File: src/rtl/seg7_scan_driver.sv
// seg7_scan_driver
//   Multiplexed 7-segment scan driver for NUM_DIGITS packed BCD digits.
//   A prescaler divides clk into digit slots of REFRESH_DIV cycles. Each slot
//   lights one digit in turn. New values are double-buffered so that a frame
//   (one pass over all digits) always shows a single consistent value.
//
//   Optional feature: define SEG7_SCAN_LZ_BLANK_EN to blank leading zeros
//   (digit 0 is never blanked). The default build shows every digit.
//
// Ports
//   clk        in   rising-edge clock
//   rst_n      in   synchronous active-low reset
//   bcd_in     in   [4*NUM_DIGITS-1:0] packed BCD, digit 0 in bits [3:0]
//   load       in   single-cycle strobe capturing bcd_in
//   seg        out  [6:0] segments {g,f,e,d,c,b,a}, active-high, registered
//   dig_en     out  [NUM_DIGITS-1:0] one-hot digit enable, registered
//   frame_done out  one-cycle pulse at the start of each new scan
//   bcd_err    out  high while the displayed digit code is 10..15
module seg7_scan_driver #(
  parameter int NUM_DIGITS  = 4,
  parameter int REFRESH_DIV = 1000
) (
  input  logic                    clk,
  input  logic                    rst_n,
  input  logic [4*NUM_DIGITS-1:0] bcd_in,
  input  logic                    load,
  output logic [6:0]              seg,
  output logic [NUM_DIGITS-1:0]   dig_en,
  output logic                    frame_done,
  output logic                    bcd_err
);

  localparam int PW = (REFRESH_DIV > 1) ? $clog2(REFRESH_DIV) : 1;
  localparam int IW = (NUM_DIGITS > 1) ? $clog2(NUM_DIGITS) : 1;
  localparam int BW = 4 * NUM_DIGITS;
  localparam logic [PW-1:0] PRESC_LAST = PW'(REFRESH_DIV - 1);
  localparam logic [IW-1:0] IDX_LAST   = IW'(NUM_DIGITS - 1);

  logic [PW-1:0]         presc_q, presc_d;
  logic [IW-1:0]         idx_q, idx_d;
  logic [BW-1:0]         active_q, active_d;
  logic [BW-1:0]         pend_q, pend_d;
  logic                  pend_vld_q, pend_vld_d;
  logic [6:0]            seg_q, seg_d;
  logic [NUM_DIGITS-1:0] dig_en_q, dig_en_d;
  logic                  frame_done_q, frame_done_d;
  logic                  bcd_err_q, bcd_err_d;

  logic                  slot_end;
  logic                  frame_wrap;
  logic [3:0]            cur_code;
  logic                  lz_blank;

  function automatic logic [6:0] decode(input logic [3:0] code);
    case (code)
      4'd0:    decode = 7'b0111111;
      4'd1:    decode = 7'b0000110;
      4'd2:    decode = 7'b1011011;
      4'd3:    decode = 7'b1001111;
      4'd4:    decode = 7'b1100110;
      4'd5:    decode = 7'b1101101;
      4'd6:    decode = 7'b1111101;
      4'd7:    decode = 7'b0000111;
      4'd8:    decode = 7'b1111111;
      4'd9:    decode = 7'b1101111;
      default: decode = 7'b0000000;
    endcase
  endfunction

  always_comb begin
    slot_end   = (presc_q == PRESC_LAST);
    frame_wrap = slot_end && (idx_q == IDX_LAST);

    presc_d = slot_end ? '0 : presc_q + PW'(1);
    idx_d   = idx_q;
    if (slot_end) begin
      idx_d = (idx_q == IDX_LAST) ? '0 : idx_q + IW'(1);
    end

    // The active value only changes at the frame wrap; a load landing on the
    // wrap cycle bypasses the pending buffer so it is not delayed a frame.
    active_d   = active_q;
    pend_d     = pend_q;
    pend_vld_d = pend_vld_q;
    if (frame_wrap) begin
      if (load) begin
        active_d = bcd_in;
      end else if (pend_vld_q) begin
        active_d = pend_q;
      end
      pend_vld_d = 1'b0;
    end else if (load) begin
      pend_d     = bcd_in;
      pend_vld_d = 1'b1;
    end

    cur_code = active_q[4*int'(idx_q) +: 4];

`ifdef SEG7_SCAN_LZ_BLANK_EN
    // Blank when this digit and everything above it is zero. Codes 10..15
    // are nonzero, so they stop suppression naturally.
    lz_blank = (idx_q != '0) && ((active_q >> (4*int'(idx_q))) == '0);
`else
    lz_blank = 1'b0;
`endif

    seg_d     = lz_blank ? 7'b0000000 : decode(cur_code);
    bcd_err_d = (cur_code > 4'd9);

    // Dark for the first cycle of each slot to avoid ghosting on the
    // previous digit while the segment lines settle.
    dig_en_d = '0;
    if (presc_q != '0) begin
      dig_en_d[idx_q] = 1'b1;
    end

    frame_done_d = frame_wrap;
  end

  always_ff @(posedge clk) begin
    if (!rst_n) begin
      presc_q      <= '0;
      idx_q        <= '0;
      active_q     <= '0;
      pend_q       <= '0;
      pend_vld_q   <= 1'b0;
      seg_q        <= '0;
      dig_en_q     <= '0;
      frame_done_q <= 1'b0;
      bcd_err_q    <= 1'b0;
    end else begin
      presc_q      <= presc_d;
      idx_q        <= idx_d;
      active_q     <= active_d;
      pend_q       <= pend_d;
      pend_vld_q   <= pend_vld_d;
      seg_q        <= seg_d;
      dig_en_q     <= dig_en_d;
      frame_done_q <= frame_done_d;
      bcd_err_q    <= bcd_err_d;
    end
  end

  assign seg        = seg_q;
  assign dig_en     = dig_en_q;
  assign frame_done = frame_done_q;
  assign bcd_err    = bcd_err_q;

endmodule

File: config.mk
export PLATFORM = sky130hd
export DESIGN_NAME = seg7_scan_driver
export DESIGN_NICKNAME = d
export VERILOG_FILES = /design/src/rtl/seg7_scan_driver.sv
export SDC_FILE = /design/constraint.sdc
export NUM_CORES = 1
export LEC_CHECK = 0
export ABC_AREA = 1
export ABC_CLOCK_PERIOD_IN_PS = 1800
export BUFFER_PORTS_ARGS = -buffer_cell sky130_fd_sc_hd__buf_2
export CAP_MARGIN = 0
export CORE_MARGIN = 2
export CORE_UTILIZATION = 45
export DETAILED_ROUTE_END_ITERATION = 12
export MAX_ROUTING_LAYER = met4
export PLACE_DENSITY = 0.66
export RECOVER_POWER = 25
export SYNTH_ARGS = -nofsm -noshare
export SYNTH_HDL_FRONTEND = slang
export SYNTH_SLANG_ARGS = --single-unit
export TNS_END_PERCENT = 10
File: constraint.sdc
create_clock -name clk -period 1.8 [get_ports clk]
set_clock_uncertainty 0.15 [all_clocks]
set_input_delay 0.18 -clock clk [delete_from_list [all_inputs] [get_ports clk]]
set_output_delay 0.18 -clock clk [all_outputs]
set_load 0.03 [all_outputs]
==> metrics.txt <==
DIE WIDTH approximately 84 microns; clock root buffer clkbuf_8; DR DRC count 0; syn nets 451; Worst Path Class, Setup flip-flop to flip-flop; post-synth top area share 0.401; global-route wire length before repair 10100 microns; H-tree levels 3; Rel. slew slack 0.757; num rows 29; final wirelength 5690 microns; I/O pin count 32; Tot GR Track Use 0.182; Via Count 2481; Slowest cell on crit path dfxtp_2; LEAKAGE 1.68 nW; fin crit period 1.68 ns; DIE HEIGHT 84.2 microns; max incr delay on CP 0.35 ns; syn avg cell area 6.91 sq um; CP max FO 9; Synth Instances 419; status completed; Crit. End Element flip-flop; Fin. Hold Viols 0; post-synthesis xor/xnor area fraction 0.00907; WL per Instance 10.6 microns; filler instances around 640; Peak VDD IR 0.476 mV; CP bufs+invs 2; worst path required time 1.92 ns; Reg area 0.00117 sq mm; RSZ-0062 raised after global routing no; register area share after synthesis 0.401; final worst setup slack 0.121 ns; TritonCTS buffer count 9; TNS Setup 0 ns; Initial Util 0.461; CTS tree built; Final Slew Violations 0; Final #Nets 489; max_cap viols 0; share of layout cells above drive strength 1 0.132; Synth Area in Compound Gates 0.0842; Antenna diodes 0; CP most frequent cell a21oi_1; Worst Setup Start Kind flip-flop; crit-path cells inv_2 -> a21oi_1 -> a32oi_2 -> inv_1 -> ha_1 -> or2_0 -> a21oi_1; Pre-antenna DRT Iters 4; mux contribution to synthesized area 0; die area 0.00709 sq mm; CTS Buffer Depth 2; synth top area cells dfxtp_1 (40%), nand2_1 (14%), nor2_1 (8.8%); hold crit path type primary input to flip-flop; GPL Wtd Cong 0.871; Syn-to-layout area delta 15.9%; largest family of logic cells by synthesized area simple AND/OR/NAND/NOR gates; post-CTS setup buffers 0; Post-Synth Simple-Gate Area 0.339; most common cell after layout, fill and taps aside nand2_1; port bufs 31; mapped cell area 0.00290 sq mm; commonest cells after routing, fill and taps aside nand2_1 (111), nor2_1 (68), dfxtp_1 (56); post-route ant nets 0; final global-route overflow total 0; multi-input logic area between 0.001 and 0.0015 sq mm; Min Hold Slack 0.00734 ns; measured slew at the worst slew-check pin between 0.3 and 0.4 ns; Synth Warn # 0; Clock Sinks 58; top cell type by total area after synthesis dfxtp_1; initial antenna violation count 0; total power 2.59 mW; crit path DAT 1.80 ns; Synth Area in Adders 0.0562; total core area 0.00628 sq mm; fmax 0.595 GHz; CTS clk-pin slew, worst paths approximately 0.070 ns; Place WS 0.0314 ns; Finish-stage setup viols 0; HPWL after DPL just under 4000 microns; crit share post-route 0.933; vias in the first global route 2281; critical path's top delay family compound AO/OA/AOI/OAI gates; #FFs+latches synth 58; PwrDens 773 mW/mm^2; Distinct cells, synth 27; Clock Latency Late Sink 0.35 ns; starting DRC count in detailed routing 52; pin count of the biggest net entering global routing 35; Via density 4.60
-- registers in the layout, summed over array words and instances, names as in the netlist, 2 cells and up --
signal	count
dig_en	4
pend_q	16
seg	7
active_q	16
idx_q	2
presc_q	10
-- tightest hold or removal path, delay by kind of cell --
| kind | cells | cell delay [ns] |
|---|---|---|
| buf+inv | 2 | 0.11 |
| simple gates | 3 | 0.19 |
-- power by group --
group,switching (mW),internal [mW],total (mW)
combinational,0.125,0.0782,0.203
sequential,0.0186,1.32,1.34
clock,0.521,0.528,1.05
-- timing repair --
action	CTS	global route
hold endpoints to repair	4	0
setup endpoints to repair	0	8
gates resized for setup	0	5
hold buffers	4	0
-- path summary, 6_finish.rpt --
path	start	endpoint	slack [ns]	cells after the start
max reg2reg	idx_q[1]	seg[0]	0.12	7
max	idx_q[1]	seg[0]	0.12	7
min	bcd_in[0]	pend_q[0]	0.007	5
min reg2reg	pend_vld_q	pend_vld_q	0.31	2
-- stage by stage --
step,instances,util,area [sq um]
after floorplan,419,-,2900
after global placement,519,0.502,3150
final,539,0.535,3360
after detailed placement,519,0.502,3150
after CTS,539,0.535,3360
after global routing,539,0.535,3360
-- layout make-up --
| cell class | count | share of cell area |
|---|---|---|
| well taps | 77 | 0.0287 |
| clock buffers | 11 | 0.0421 |
| flip-flops and latches | 58 | 0.348 |
| multi-input cells | 289 | 0.425 |
| repair buffers | 45 | 0.0869 |
| inverters | 54 | 0.0611 |
| clock inverters | 5 | 0.00895 |
-- cell usage after synthesis --
library cell and number:
buf_1 1, nor3b_1 2, nor3_1 3, nand3_4 1, nor2_8 1, dfxtp_1 58
nand4_4 1, xnor2_1 1, nand2_1 111, a32oi_1 1, nand3_1 27, nor4_1 2
nor2_1 68, or2_0 1, clkbuf_1 3, buf_2 8, inv_2 3, ha_1 13
nand2_2 4, a21oi_1 28, xor2_1 2, buf_4 1, nor2_4 1, buf_6 5
inv_1 51, nand3_2 3, o21ai_0 19
-- routing by layer --
layer	routed length, microns	GRT usage	share of wire
met1	2780	0.222	0.49
met2	2580	0.284	0.45
met3	254	0.0570	0.045
met4	85	0.0660	0.015
met5	0	-	0
-- logic make-up after synthesis --
| family | Yosys count |
|---|---|
| adders and majority gates | 13 |
| DFF | 58 |
| xor gates and xnor gates | 3 |
| and+or+nand+nor | 225 |
| buffers and inverters | 72 |
| AOI/OAI and AO/OA | 48 |
Note: power is estimated with default switching activity, not from simulation.
